File: src/rtl/resource_ejector.sv
// Ejection and reassembly unit for the bless_age resource port: tags flits by source, places them
// by sequence number and hands completed packets to the core. Optional counters: EJECT_STATS_EN.
`ifndef ADDR_N
`define ADDR_N 3
`endif
`ifndef SEQ_N
`define SEQ_N 2
`endif
`ifndef DATA_N
`define DATA_N 8
`endif
`ifndef DATA_W
`define DATA_W `DATA_N
`endif
`ifndef CONTROL_W
`define CONTROL_W 13
`endif
`ifndef VALID_F
`define VALID_F 0
`endif
`ifndef SEQ_F
`define SEQ_F 2:1
`endif
`ifndef SRC_F
`define SRC_F 5:3
`endif
`ifndef DEST_F
`define DEST_F 8:6
`endif
`ifndef AGE_F
`define AGE_F 12:9
`endif

module resource_ejector #(
   parameter logic [`ADDR_N-1:0] NODE_ID = '0,
   parameter int FLITS  = 4,
   parameter int NSLOTS = 2
) (
   input  logic                     clk,
   input  logic                     rst,
   input  logic [`CONTROL_W-1:0]    ci,
   input  logic [`DATA_W-1:0]       di,
   output logic                     pkt_valid,
   input  logic                     pkt_ready,
   output logic [`ADDR_N-1:0]       pkt_src,
   output logic [FLITS*`DATA_N-1:0] pkt_data,
   output logic [7:0]               drop_cnt,
   output logic [7:0]               dup_cnt
);
   localparam int DW = `DATA_W;
   localparam int SW = `SEQ_N;
   localparam int IW = (NSLOTS > 1) ? $clog2(NSLOTS) : 1;

   typedef enum logic {EMPTY, FULL} out_state_e;

   logic [NSLOTS-1:0]                 valid_q, valid_d;
   logic [NSLOTS-1:0][`ADDR_N-1:0]    tag_q, tag_d;
   logic [NSLOTS-1:0][FLITS-1:0]      mask_q, mask_d;
   logic [NSLOTS-1:0][FLITS*DW-1:0]   data_q, data_d;
   out_state_e                        state_q, state_d;
   logic [`ADDR_N-1:0]                pkt_src_q, pkt_src_d;
   logic [FLITS*DW-1:0]               pkt_data_q, pkt_data_d;

   logic               flit_ok, hit, free_ok, cmp_ok, load, alloc, wr_en;
   logic [SW-1:0]      seq;
   logic [`ADDR_N-1:0] src;
   logic [IW-1:0]      hit_idx, free_idx, cmp_idx, wr_idx;
   logic [NSLOTS-1:0]  complete;
   logic               unused_age;

   assign flit_ok    = ci[`VALID_F] && (ci[`DEST_F] == NODE_ID);
   assign seq        = ci[`SEQ_F];
   assign src        = ci[`SRC_F];
   assign unused_age = ^ci[`AGE_F];

   // Lowest-index search for a matching open slot, a free slot and a finished slot.
   always_comb begin
      complete = '0;
      hit      = 1'b0;
      hit_idx  = '0;
      free_ok  = 1'b0;
      free_idx = '0;
      cmp_ok   = 1'b0;
      cmp_idx  = '0;
      for (int s = 0; s < NSLOTS; s++) begin
         complete[s] = valid_q[s] && (&mask_q[s]);
         if (!hit && valid_q[s] && !complete[s] && (tag_q[s] == src)) begin
            hit     = 1'b1;
            hit_idx = IW'(s);
         end
         if (!free_ok && !valid_q[s]) begin
            free_ok  = 1'b1;
            free_idx = IW'(s);
         end
         if (!cmp_ok && complete[s]) begin
            cmp_ok  = 1'b1;
            cmp_idx = IW'(s);
         end
      end
   end

   assign load   = cmp_ok && ((state_q == EMPTY) || pkt_ready);
   assign alloc  = flit_ok && !hit && free_ok;
   assign wr_en  = flit_ok && (hit || free_ok);
   assign wr_idx = hit ? hit_idx : free_idx;

   // A loaded slot is complete, so it can never be the slot written by the incoming flit.
   always_comb begin
      valid_d    = valid_q;
      tag_d      = tag_q;
      mask_d     = mask_q;
      data_d     = data_q;
      state_d    = state_q;
      pkt_src_d  = pkt_src_q;
      pkt_data_d = pkt_data_q;
      if (load) begin
         valid_d[cmp_idx] = 1'b0;
         mask_d[cmp_idx]  = '0;
         pkt_src_d        = tag_q[cmp_idx];
         pkt_data_d       = data_q[cmp_idx];
         state_d          = FULL;
      end else if ((state_q == FULL) && pkt_ready) begin
         state_d = EMPTY;
      end
      if (alloc) begin
         valid_d[wr_idx] = 1'b1;
         tag_d[wr_idx]   = src;
         mask_d[wr_idx]  = '0;
      end
      if (wr_en) begin
         mask_d[wr_idx][seq]           = 1'b1;
         data_d[wr_idx][seq*DW +: DW]  = di;
      end
   end

   // NOTE: sequential state uses <= so every flop samples values from before the edge.
   always_ff @(posedge clk or negedge rst) begin
      if (!rst) begin
         state_q    <= EMPTY;
         valid_q    <= '0;
         tag_q      <= '0;
         mask_q     <= '0;
         pkt_src_q  <= '0;
         pkt_data_q <= '0;
      end else begin
         state_q    <= state_d;
         valid_q    <= valid_d;
         tag_q      <= tag_d;
         mask_q     <= mask_d;
         pkt_src_q  <= pkt_src_d;
         pkt_data_q <= pkt_data_d;
      end
   end

   // NOTE: payload storage is not reset; the valid and mask bits alone say whether it holds anything.
   always_ff @(posedge clk) begin
      data_q <= data_d;
   end

   assign pkt_valid = (state_q == FULL);
   assign pkt_src   = pkt_src_q;
   assign pkt_data  = pkt_data_q;

`ifdef EJECT_STATS_EN
   logic       drop_ev, dup_ev;
   logic [7:0] drop_q, drop_d, dup_q, dup_d;

   assign drop_ev = flit_ok && !hit && !free_ok;
   assign dup_ev  = flit_ok && hit && mask_q[hit_idx][seq];

   always_comb begin
      drop_d = drop_q;
      dup_d  = dup_q;
      if (drop_ev && (drop_q != 8'hFF)) drop_d = drop_q + 8'd1;
      if (dup_ev && (dup_q != 8'hFF))   dup_d  = dup_q + 8'd1;
   end

   always_ff @(posedge clk or negedge rst) begin
      if (!rst) begin
         drop_q <= 8'h00;
         dup_q  <= 8'h00;
      end else begin
         drop_q <= drop_d;
         dup_q  <= dup_d;
      end
   end

   assign drop_cnt = drop_q;
   assign dup_cnt  = dup_q;
`else
   assign drop_cnt = 8'h00;
   assign dup_cnt  = 8'h00;
`endif

endmodule

File: config.mk
export PLATFORM = sky130hd
export DESIGN_NAME = resource_ejector
export DESIGN_NICKNAME = d
export VERILOG_FILES = /design/src/rtl/resource_ejector.sv
export SDC_FILE = /design/constraint.sdc
export NUM_CORES = 1
export LEC_CHECK = 0
export CAP_MARGIN = 20
export CORE_MARGIN = 1.5
export CORE_UTILIZATION = 46
export DETAILED_ROUTE_END_ITERATION = 10
export PLACE_DENSITY = 0.73
export SLEW_MARGIN = 5
export SYNTH_ARGS = -nofsm -noshare
export SYNTH_HDL_FRONTEND = slang
export SYNTH_SLANG_ARGS = --single-unit
File: constraint.sdc
create_clock -name clk -period 1.7 [get_ports clk]
set_clock_uncertainty 0.05 [all_clocks]
set_input_delay 0.255 -clock clk [delete_from_list [all_inputs] [get_ports clk]]
set_output_delay 0.255 -clock clk [all_outputs]
set_load 0.02 [all_outputs]
==> qor.yml, run 1 <==
outcome:
  outcome: "finished, violations left"
  violations: "setup timing"
detailed_routing:
  drt-pass1-iter-count: 4
  wirelength_um: 14000
  ant_nets: 0
  vias: 3455
  drt_iter0_drc: 247
  drc: 0
  routedWlPerCell_um: 22.4
  vias_per_cell: 5.51
placed_design:
  place_inst: 562
  postPlaceCellArea_mm2: 0.00561
  place_congestion: 0.804
  io_buffers: 55
  hpwlAfterDp_um: 6610
  dp_slack_ns: -0.768
floorplanning:
  ioPinCount: 76
  die_area_mm2: 0.0108
  rows: 36
  initial_utilization: 0.477
  die_w_um: 104
  die_h_um: 104
  fp.coreArea_mm2: 0.00982
final_layout:
  postLayoutCoreUtil: 0.745
  drive_gt1_frac: 0.439
  final_design_area_no_fill_mm2: 0.00732
  layoutNonFillerInstCount: 627
  synthToLayoutAreaGrowth_pct: 56.3
  nNetsFinal: 512
  layout_common_cells: "edfxtp_1, dfrtp_1, buf_4"
  antenna_cells: 0
  layout_commonest_cell: "edfxtp_1"
setup_path:
  critical_path.slowest_cell: "dfrtp_1"
  crit_family: "simple AND/OR/NAND/NOR gates"
  reg2reg_depth: 6
  max_stage_delay_ns: 0.41
  crit_arrival_ns: 2.09
  crit_type: "flip-flop to flip-flop"
  cp-endpoint: "data_q[16]"
  path_depth: 6
  start_kind: "flip-flop"
  rr_endpoint: "data_q[16]"
  path_cells: "and3_4 > nand3_4 > buf_6 > a211o_4 > o21ai_4 > and2_4"
  r2r_start: "valid_q[1]"
  crit_path_start: "valid_q[1]"
  cp_max_fo: 8
  crit_buf_inv: 1
  required_ns: 1.87
  reg2reg_slack_ns: -0.23
  end_kind: "flip-flop"
sta:
  slew_viol_final: 0
  fin_ws_ns: -0.225
  timing.final.crit_share: 1.13
  max_freq_ghz: 0.519
  setup_viol: 113
  hold_viol_final: 0
  slew_headroom: 0.664
  rsz0062_at_grt: "true"
  hold_slack_ns: 0.199
  fin_crit_ns: 1.93
  tns_ns: -19.44
  tightest_slew_ns: 0.502
clock_tree:
  cts.sinks: 116
  clk_path_buf_depth: 2
  cts_buffers: 17
  cts_tree: "yes"
  clk_latency_ns: 0.51
  cts.clk_slew.worst_paths_ns: 0.06
  cts_max_level: 4
  cts_root_buffer: "clkbuf_8"
yosys:
  ys_seq_area_frac: 0.689
  mappedNetlistArea_mm2: 0.00468
  ys_types: 36
  synth_area_per_cell_um2: 13.3
  synth_seq_cells: 116
  yosys_warnings: 0
  synthCells: 352
global_routing:
  grt_pass1_vias: 3622
  gr-total-overflow: 0
  grt_use_total: 0.251
  grt_antenna_before_repair: 0
  grt_pass1_wl_um: 20200
  grt_start_max_net_pins: 37
pwr:
  ir_worst_vdd_mv: 0.657
  total_power_mw: 8.17
  p_leak_nw: 2.66
  powerDensity_mw_per_mm2: 1120
run:
  drv_cap: 0
worst_hold_path:
  hp-class: "input pin to asynchronous set/reset pin"
## sequential cells by signal, summed over array words and instances, names as in the netlist
name and flops:
data_q 64, pkt_data 32, mask_q 8, tag_q 6, pkt_src 3, valid_q 2
pkt_valid 1
## synth_stat cells
library cell | number | area share
nand2_1 | 3 | 0.0024
and4_1 | 1 | 0.0019
a21oi_2 | 1 | 0.0019
or4b_4 | 1 | 0.0029
o21ai_2 | 1 | 0.0019
nand2b_1 | 2 | 0.0027
nand3_1 | 3 | 0.0032
dfrtp_1 | 52 | 0.28
a2111o_1 | 1 | 0.0024
nor3b_1 | 3 | 0.0048
nor3_1 | 2 | 0.0021
o21ai_0 | 2 | 0.0021
ha_1 | 7 | 0.019
a211o_1 | 1 | 0.0019
or2_0 | 1 | 0.0013
nor2_1 | 35 | 0.028
nor2b_1 | 1 | 0.0013
mux2_2 | 6 | 0.014
a22o_1 | 8 | 0.015
and3_1 | 1 | 0.0013
xor2_1 | 3 | 0.0056
nand4_1 | 1 | 0.0013
nor3b_2 | 1 | 0.0027
o21a_1 | 2 | 0.0032
inv_1 | 3 | 0.0024
edfxtp_1 | 64 | 0.41
and2_1 | 40 | 0.053
a2bb2oi_1 | 1 | 0.0019
conb_1 | 1 | 0.00080
clkbuf_1 | 4 | 0.0032
buf_4 | 16 | 0.026
a21oi_1 | 35 | 0.037
buf_1 | 3 | 0.0024
buf_2 | 8 | 0.0086
xnor2_1 | 3 | 0.0056
o22ai_1 | 35 | 0.047
## per-layer routing
metal,vias up,GRT usage,wire (um)
met2,153,0.424,7150
met5,-,0,0
met3,28,0.0564,1080
met1,1753,0.312,5420
met4,0,0.105,403
li1,1521,-,-
## worst min path at each step
stage	slack (ns)	start	cells past startpoint	end
floorplan	-0.09	rst	0	mask_q[0]
global placement	0.17	rst	1	pkt_data[8]
detailed placement	0.19	rst	1	pkt_data[8]
CTS	0.18	rst	2	pkt_data[23]
global route	0.23	rst	2	pkt_data[10]
finish	0.20	rst	2	pkt_data[8]
## power by group
group	internal [mW]	total, mW	switching [mW]	leakage, nW
Combinational	0.709	1.36	0.647	1.28
Clock	2.07	3.37	1.30	0.268
Sequential	3.23	3.45	0.221	1.11
Total	6.00	8.17	2.17	2.66
## cells by family after synthesis
| family | synth area share |
|---|---|
| buffers and inverters | 0.0422 |
| muxes | 0.0144 |
| and+or+nand+nor | 0.110 |
| xor gates and xnor gates | 0.0112 |
| other | 0.000801 |
| adders and majority gates | 0.0187 |
| DFF | 0.689 |
| AOI/OAI and AO/OA | 0.114 |
## worst register-to-register path: stages (launching register included)
cell     delay, ns
dfrtp_1       0.41
and3_4        0.22
nand3_4       0.07
buf_6         0.12
a211o_4       0.35
o21ai_4       0.12
and2_4        0.28
## repair_timing
| item | CTS | global route |
|---|---|---|
| hold endpoints to repair | 16 | 0 |
| pin swaps | 36 | 69 |
| hold buffers | 1 | 0 |
| endpoints found under the setup margin | 181 | 114 |
| gates cloned | 6 | 5 |
| setup buffers | 20 | 7 |
| resized for setup | 127 | 76 |
## area by class of cell
cell class	count	area (um2)
fillers	567	2500
well taps	133	166
repair buffers	126	1290
clock buffers	18	418
clock inverters	14	138
inverters	3	11.3
flip-flops and latches	116	3220
multi-input cells	217	2070
No activity file was read; power rests on OpenSTA's default activity.
==> inputs of run 2 (changes only) <==
- GPL_TIMING_DRIVEN: not set -> 0
==> run 2 against run 1 <==
Compared with the run above:
- the run still ends with setup timing left
- hold slack worse by 0.023 ns
- first-iteration DRC count is 29% lower
- sequential share of layout area is 5.6 points higher
- cell area is 11% lower
- total power is 0.84% lower
- register-to-register slack better by 0.06 ns
- largest power group is now clock
- highest routed layer unchanged
==> qor.yml, run 2 (synthesized netlist as in run 1, its figures left out) <==
placed_design:
  dp_slack_ns: -0.851  # -0.0830 ns
  postPlaceCellArea_mm2: 0.00549  # -2.1%
  place_congestion: 0.772  # -4.0%
  place_inst: 556  # -1.1%
  hpwlAfterDp_um: 6560  # -0.73%
  io_buffers: 55  # unchanged
sta:
  rsz0062_at_grt: "true"
  fin_ws_ns: -0.165  # +0.0606 ns
  max_freq_ghz: 0.536  # +3.2%
  fin_crit_ns: 1.86  # -0.0606 ns
  tightest_slew_ns: 0.553  # +0.0507 ns
  slew_viol_final: 0  # unchanged
  timing.final.crit_share: 1.10  # -0.0356
  hold_slack_ns: 0.176  # -0.0232 ns
  setup_viol: 75  # -34%
  hold_viol_final: 0  # unchanged
  slew_headroom: 0.631  # -0.0323
setup_path:
  r2r_start: "tag_q[5]"
  rr_endpoint: "data_q[49]"
  crit_arrival_ns: 2.02  # -0.07 ns
  start_kind: "flip-flop"
  required_ns: 1.86  # about the same
  path_cells: "xnor2_1 > and4_4 > a2bb2oi_4 > nor3b_4 > and2_4"
  end_kind: "flip-flop"
  max_stage_delay_ns: 0.41  # about the same
  reg2reg_depth: 5  # -1
  reg2reg_slack_ns: -0.16  # +0.06 ns
  critical_path.slowest_cell: "dfrtp_1"
  crit_buf_inv: 0  # -1
  crit_family: "simple AND/OR/NAND/NOR gates"
  crit_type: "flip-flop to flip-flop"
  cp_max_fo: 8  # unchanged
outcome:
  outcome: "finished, violations left"
  violations: "setup timing"
pwr:
  p_comb_frac: 0.146  # -0.020
  ir_worst_vdd_mv: 0.823  # +25%
  total_power_mw: 8.11  # -0.84%
  switchingPower_mw: 2.02  # -7.0%
  p_sw_frac: 0.249  # -0.0164
  p_leak_nw: 2.45  # -8.1%
  seq_power_share: 0.420  # -0.002
  powerDensity_mw_per_mm2: 1250  # +12%
  p_int_mw: 6.09  # +1.4%
  p_clk_frac: 0.434  # +0.021
detailed_routing:
  drt-pass1-iter-count: 4  # unchanged
  drc: 0  # unchanged
  routedWlPerCell_um: 17.4  # -22%
  drt_iter0_drc: 176  # -29%
  vias_per_cell: 5.17  # -6.2%
  wirelength_um: 10600  # -25%
  vias: 3147  # -8.9%
  ant_nets: 0  # unchanged
global_routing:
  grt_antenna_before_repair: 0  # unchanged
  grt_pass1_wl_um: 16000  # -21%
  gr-total-overflow: 0  # unchanged
  grt_pass1_vias: 3132  # -14%
  grt_use_total: 0.196  # -0.0547
  grt_start_max_net_pins: 37  # unchanged
clock_tree:
  cts_tree: "yes"
  cts_max_level: 4  # unchanged
  cts_root_buffer: "clkbuf_8"
  clk_path_buf_depth: 2  # unchanged
  cts_buffers: 17  # unchanged
  cts.clk_slew.worst_paths_ns: 0.06  # about the same
  cts.sinks: 116  # unchanged
  clk_latency_ns: 0.51  # about the same
final_layout:
  final_design_area_no_fill_mm2: 0.00649  # -11%
  antenna_cells: 0  # unchanged
  top_register: "data_q"
  layoutNonFillerInstCount: 609  # -2.9%
  drive_gt1_frac: 0.273  # -0.166
  final.fill_count: 733  # +29%
  seqCellArea_mm2: 0.00322  # unchanged
  nNetsFinal: 494  # -3.5%
  layout_common_cells: "edfxtp_1, dfrtp_1, buf_4"
  layout_commonest_cell: "edfxtp_1"
  synthToLayoutAreaGrowth_pct: 38.7
  largest_reg_flops: 64  # unchanged
  multi_input_area_mm2: 0.00156  # -24%
floorplanning:
  ioPinCount: 76  # unchanged
  fp.coreArea_mm2: 0.00982  # unchanged
  die_area_mm2: 0.0108  # unchanged
  rows: 36  # unchanged
  die_h_um: 104  # unchanged
  die_w_um: 104  # unchanged
  initial_utilization: 0.477  # unchanged
run:
  drv_cap: 0  # unchanged
worst_hold_path:
  hp-class: "input pin to asynchronous set/reset pin"
[run 2: changes by cell type in the layout (fill, tap and decap cells not counted), sizes merged]
| cell | previous run | this run |
|---|---|---|
| clkbuf | 23 | 22 |
| inv | 4 | 6 |
| clkdlybuf4s50 | 18 | 17 |
| bufinv | 2 | 3 |
| buf | 66 | 50 |
| clkinv | 8 | 5 |
[run 2: layout make-up]
cell class	count	share of cell area
plain buffers	30	0.0368
clock buffers	18	0.0644
clock inverters	14	0.0274
inverters	3	0.00174
multi-input cells	217	0.241
flip-flops and latches	116	0.497
well taps	133	0.0256
repair buffers	78	0.106
[run 2: repair_timing]
action                     in CTS  in global routing
pin swaps                      15                  9
setup buffers                  16                  5
resized for setup              71                 42
hold endpoints to repair       18                  0
setup endpoints to repair     208                155
cloned                          0                  0
hold buffers                    1                  0
[run 2: per-stage QoR]
| step | util | TNS, ns |
|---|---|---|
| 2_1_floorplan | - | -7.42 |
| 3_3_place_gp | 0.558 | -174.20 |
| 3_5_place_dp | 0.559 | -117.69 |
| 4_1_cts | 0.641 | -7.39 |
| 5_1_grt | 0.661 | -13.87 |
| 6_report | 0.661 | -9.40 |
[run 2: power groups by stage]
stage / clock, mW / combinational (mW) / sequential, mW
after floorplan: 0 / 0.448 / 3.51
after global placement: 0 / 0.866 / 3.43
after detailed placement: 0 / 0.894 / 3.45
after CTS: 3.57 / 1.06 / 3.39
after global routing: 3.68 / 1.28 / 3.43
final: 3.52 / 1.19 / 3.40
[run 2: worst max path at each step]
stage / from / to / depth (start not counted)
after floorplan: ci[8] / data_q[24] / 4
after global placement: rst / pkt_valid / 1
after detailed placement: ci[3] / data_q[50] / 6
after CTS: tag_q[3] / data_q[49] / 5
after global routing: tag_q[5] / data_q[49] / 5
final: tag_q[5] / data_q[49] / 5
[run 2: worst register-to-register path, stage by stage, from the launching register on]
cell and delay (ns):
dfrtp_1 0.41, xnor2_1 0.17, and4_4 0.27, a2bb2oi_4 0.07, nor3b_4 0.31, and2_4 0.28
[run 2: routing by layer]
layer	up-vias	wire length [um]	global-route usage
li1	1478	-	-
met3	4	623	0.0545
met4	0	42	0.0595
met1	1558	4210	0.236
met2	107	5700	0.344
met5	-	0	0
==> inputs of run 3 (changes only) <==
- RECOVER_POWER: not set -> 50
==> run 3 against run 2 <==
Compared with the run above:
- the flow still finishes with violations (setup timing)
- non-clock buffer count unchanged
- clock power barely moved
- fmax increased by 0.83%
- combinational power about the same
- worst setup slack gained 0.015 ns
- critical path type unchanged
- routed wire length shrank 0.26%
- first-iteration DRC count increased by 34%
- critical path depth is the same
- core utilization down 0.14 points
- hold slack gained 0.14 ns
- sequential cell count unchanged
- register-to-register slack improved by 0.02 ns
==> qor.yml, run 3 (synthesized netlist as in run 1, its figures left out) <==
outcome:
  outcome: "finished, violations left"
  violations: "setup timing"
final_layout:
  antenna_cells: 0  # unchanged
  postLayoutCoreUtil: 0.660  # -0.00140
  drive_gt1_frac: 0.271  # -0.00210
  layout_commonest_cell: "edfxtp_1"
  top_register: "data_q"
  largest_reg_flops: 64  # unchanged
  synthToLayoutAreaGrowth_pct: 38.4
  layout_common_cells: "edfxtp_1, dfrtp_1, buf_4"
  nNetsFinal: 494  # unchanged
clock_tree:
  cts.sinks: 116  # unchanged
  cts_root_buffer: "clkbuf_8"
  cts_tree: "yes"
  clk_latency_ns: 0.51  # about the same
  clk_path_buf_depth: 2  # unchanged
  cts.clk_slew.worst_paths_ns: 0.06  # about the same
  cts_buffers: 17  # unchanged
  cts_max_level: 4  # unchanged
setup_path:
  start_kind: "flip-flop"
  cp_max_fo: 8  # unchanged
  reg2reg_depth: 5  # unchanged
  crit_arrival_ns: 2.01  # about the same
  required_ns: 1.86  # about the same
  end_kind: "flip-flop"
  critical_path.slowest_cell: "dfrtp_1"
  max_stage_delay_ns: 0.41  # about the same
  path_cells: "xnor2_1 > and4_4 > a2bb2oi_4 > nor3b_4 > and2_4"
  crit_type: "flip-flop to flip-flop"
  crit_family: "simple AND/OR/NAND/NOR gates"
  crit_buf_inv: 0  # unchanged
  path_depth: 5  # unchanged
pwr:
  powerDensity_mw_per_mm2: 1250  # +0.25%
  p_leak_nw: 2.44  # -0.30%
  p_int_mw: 6.08  # about the same
  p_comb_frac: 0.146  # about the same
  p_clk_frac: 0.434  # about the same
  ir_worst_vdd_mv: 0.820  # -0.35%
  seq_power_share: 0.420  # about the same
  switchingPower_mw: 2.03  # +0.33%
  p_sw_frac: 0.250  # +0.000717
sta:
  hold_viol_final: 0  # unchanged
  timing.final.crit_share: 1.09  # -0.00903
  tns_ns: -9.00  # +0.398 ns
  slew_headroom: 0.348  # -0.283
  rsz0062_at_grt: "true"
  setup_viol: 75  # unchanged
  slew_viol_final: 0  # unchanged
  fin_crit_ns: 1.85  # -0.0154 ns
  max_freq_ghz: 0.541  # +0.83%
  tightest_slew_ns: 0.977  # +0.424 ns
  fin_ws_ns: -0.149  # +0.0154 ns
global_routing:
  grt_pass1_wl_um: 16000  # unchanged
  grt_pass1_vias: 3132  # unchanged
  gr-total-overflow: 0  # unchanged
  grt_antenna_before_repair: 0  # unchanged
  grt_use_total: 0.196  # unchanged
  grt_start_max_net_pins: 37  # unchanged
detailed_routing:
  routedWlPerCell_um: 17.3  # -0.26%
  drc: 0  # unchanged
  drt_iter0_drc: 235  # +34%
  vias_per_cell: 5.15  # -0.35%
  drt-pass1-iter-count: 4  # unchanged
  vias: 3136  # -0.35%
  ant_nets: 0  # unchanged
  wirelength_um: 10600  # -0.26%
worst_hold_path:
  min_path_cells: 3
  hp-class: "input pin to flip-flop"
run:
  drv_cap: 0  # unchanged
placed_design:
  io_buffers: 55  # unchanged
  hpwlAfterDp_um: 6560  # unchanged
  place_congestion: 0.772  # unchanged
floorplanning:
  fp.coreArea_mm2: 0.00982  # unchanged
  rows: 36  # unchanged
  die_h_um: 104  # unchanged
  die_w_um: 104  # unchanged
  die_area_mm2: 0.0108  # unchanged
  initial_utilization: 0.477  # unchanged
  ioPinCount: 76  # unchanged
## run 3: changes by cell type in the layout (fill, tap and decap cells not counted), sizes merged
cell / change
buf: -1
clkbuf: +1
## run 3: cell type report
cell class	instances	area (um2)
Fill cell	736	3340
Timing Repair Buffer	78	677
Multi-Input combinational cell	217	1560
Clock inverter	14	178
Inverter	3	11.3
Clock buffer	18	418
Sequential cell	116	3220
Tap cell	133	166
Buffer	30	239
## run 3: metrics by stage
step	instance area (um2)	hold slack [ns]	power, mW	cells	worst slack, ns
after floorplan	4760	-0.0906	3.96	367	-0.153
after global placement	5480	0.427	4.30	555	-1.20
after detailed placement	5490	0.174	4.34	556	-0.851
after CTS	6290	0.166	8.01	605	-0.133
after global routing	6480	0.323	8.39	609	-0.246
final	6480	0.314	8.11	609	-0.149
## run 3: path summary, 6_finish.rpt
path / to / slack [ns] / start
setup / recovery: data_q[49] / -0.15 / tag_q[5]
hold / removal: mask_q[5] / 0.31 / ci[1]
setup reg to reg: data_q[49] / -0.15 / tag_q[5]
hold reg to reg: mask_q[1] / 0.45 / mask_q[1]
max in group asynchronous: mask_q[1] / 0.22 / rst
min in group asynchronous: pkt_data[8] / 0.37 / rst
## run 3: routing by layer
layer,vias up,global-route usage,part of all wire
met3,8,0.0545,0.062
met1,1548,0.236,0.39
met5,-,0,0
li1,1479,-,-
met2,101,0.344,0.54
met4,0,0.0595,0.0070
## run 3: power by group through the flow
stage / Clock (mW) / Sequential (mW) / Combinational [mW]
floorplan: 0 / 3.51 / 0.448
global placement: 0 / 3.43 / 0.866
detailed placement: 0 / 3.45 / 0.894
CTS: 3.57 / 3.39 / 1.06
global route: 3.68 / 3.43 / 1.28
finish: 3.52 / 3.41 / 1.18
## run 3: what timing repair did
item,CTS,global route
setup endpoints to repair,208,155
setup buffers,16,5
hold buffers,1,0
resized for setup,71,42
pin swaps,15,9
endpoints found under the hold margin,18,0
## run 3: tightest hold or removal path, delay by kind of cell
| family | cells | cell delay, ns |
|---|---|---|
| fa+ha+maj | 1 | 0.23 |
| compound gates | 1 | 0.14 |
| buf+inv | 1 | 0.21 |
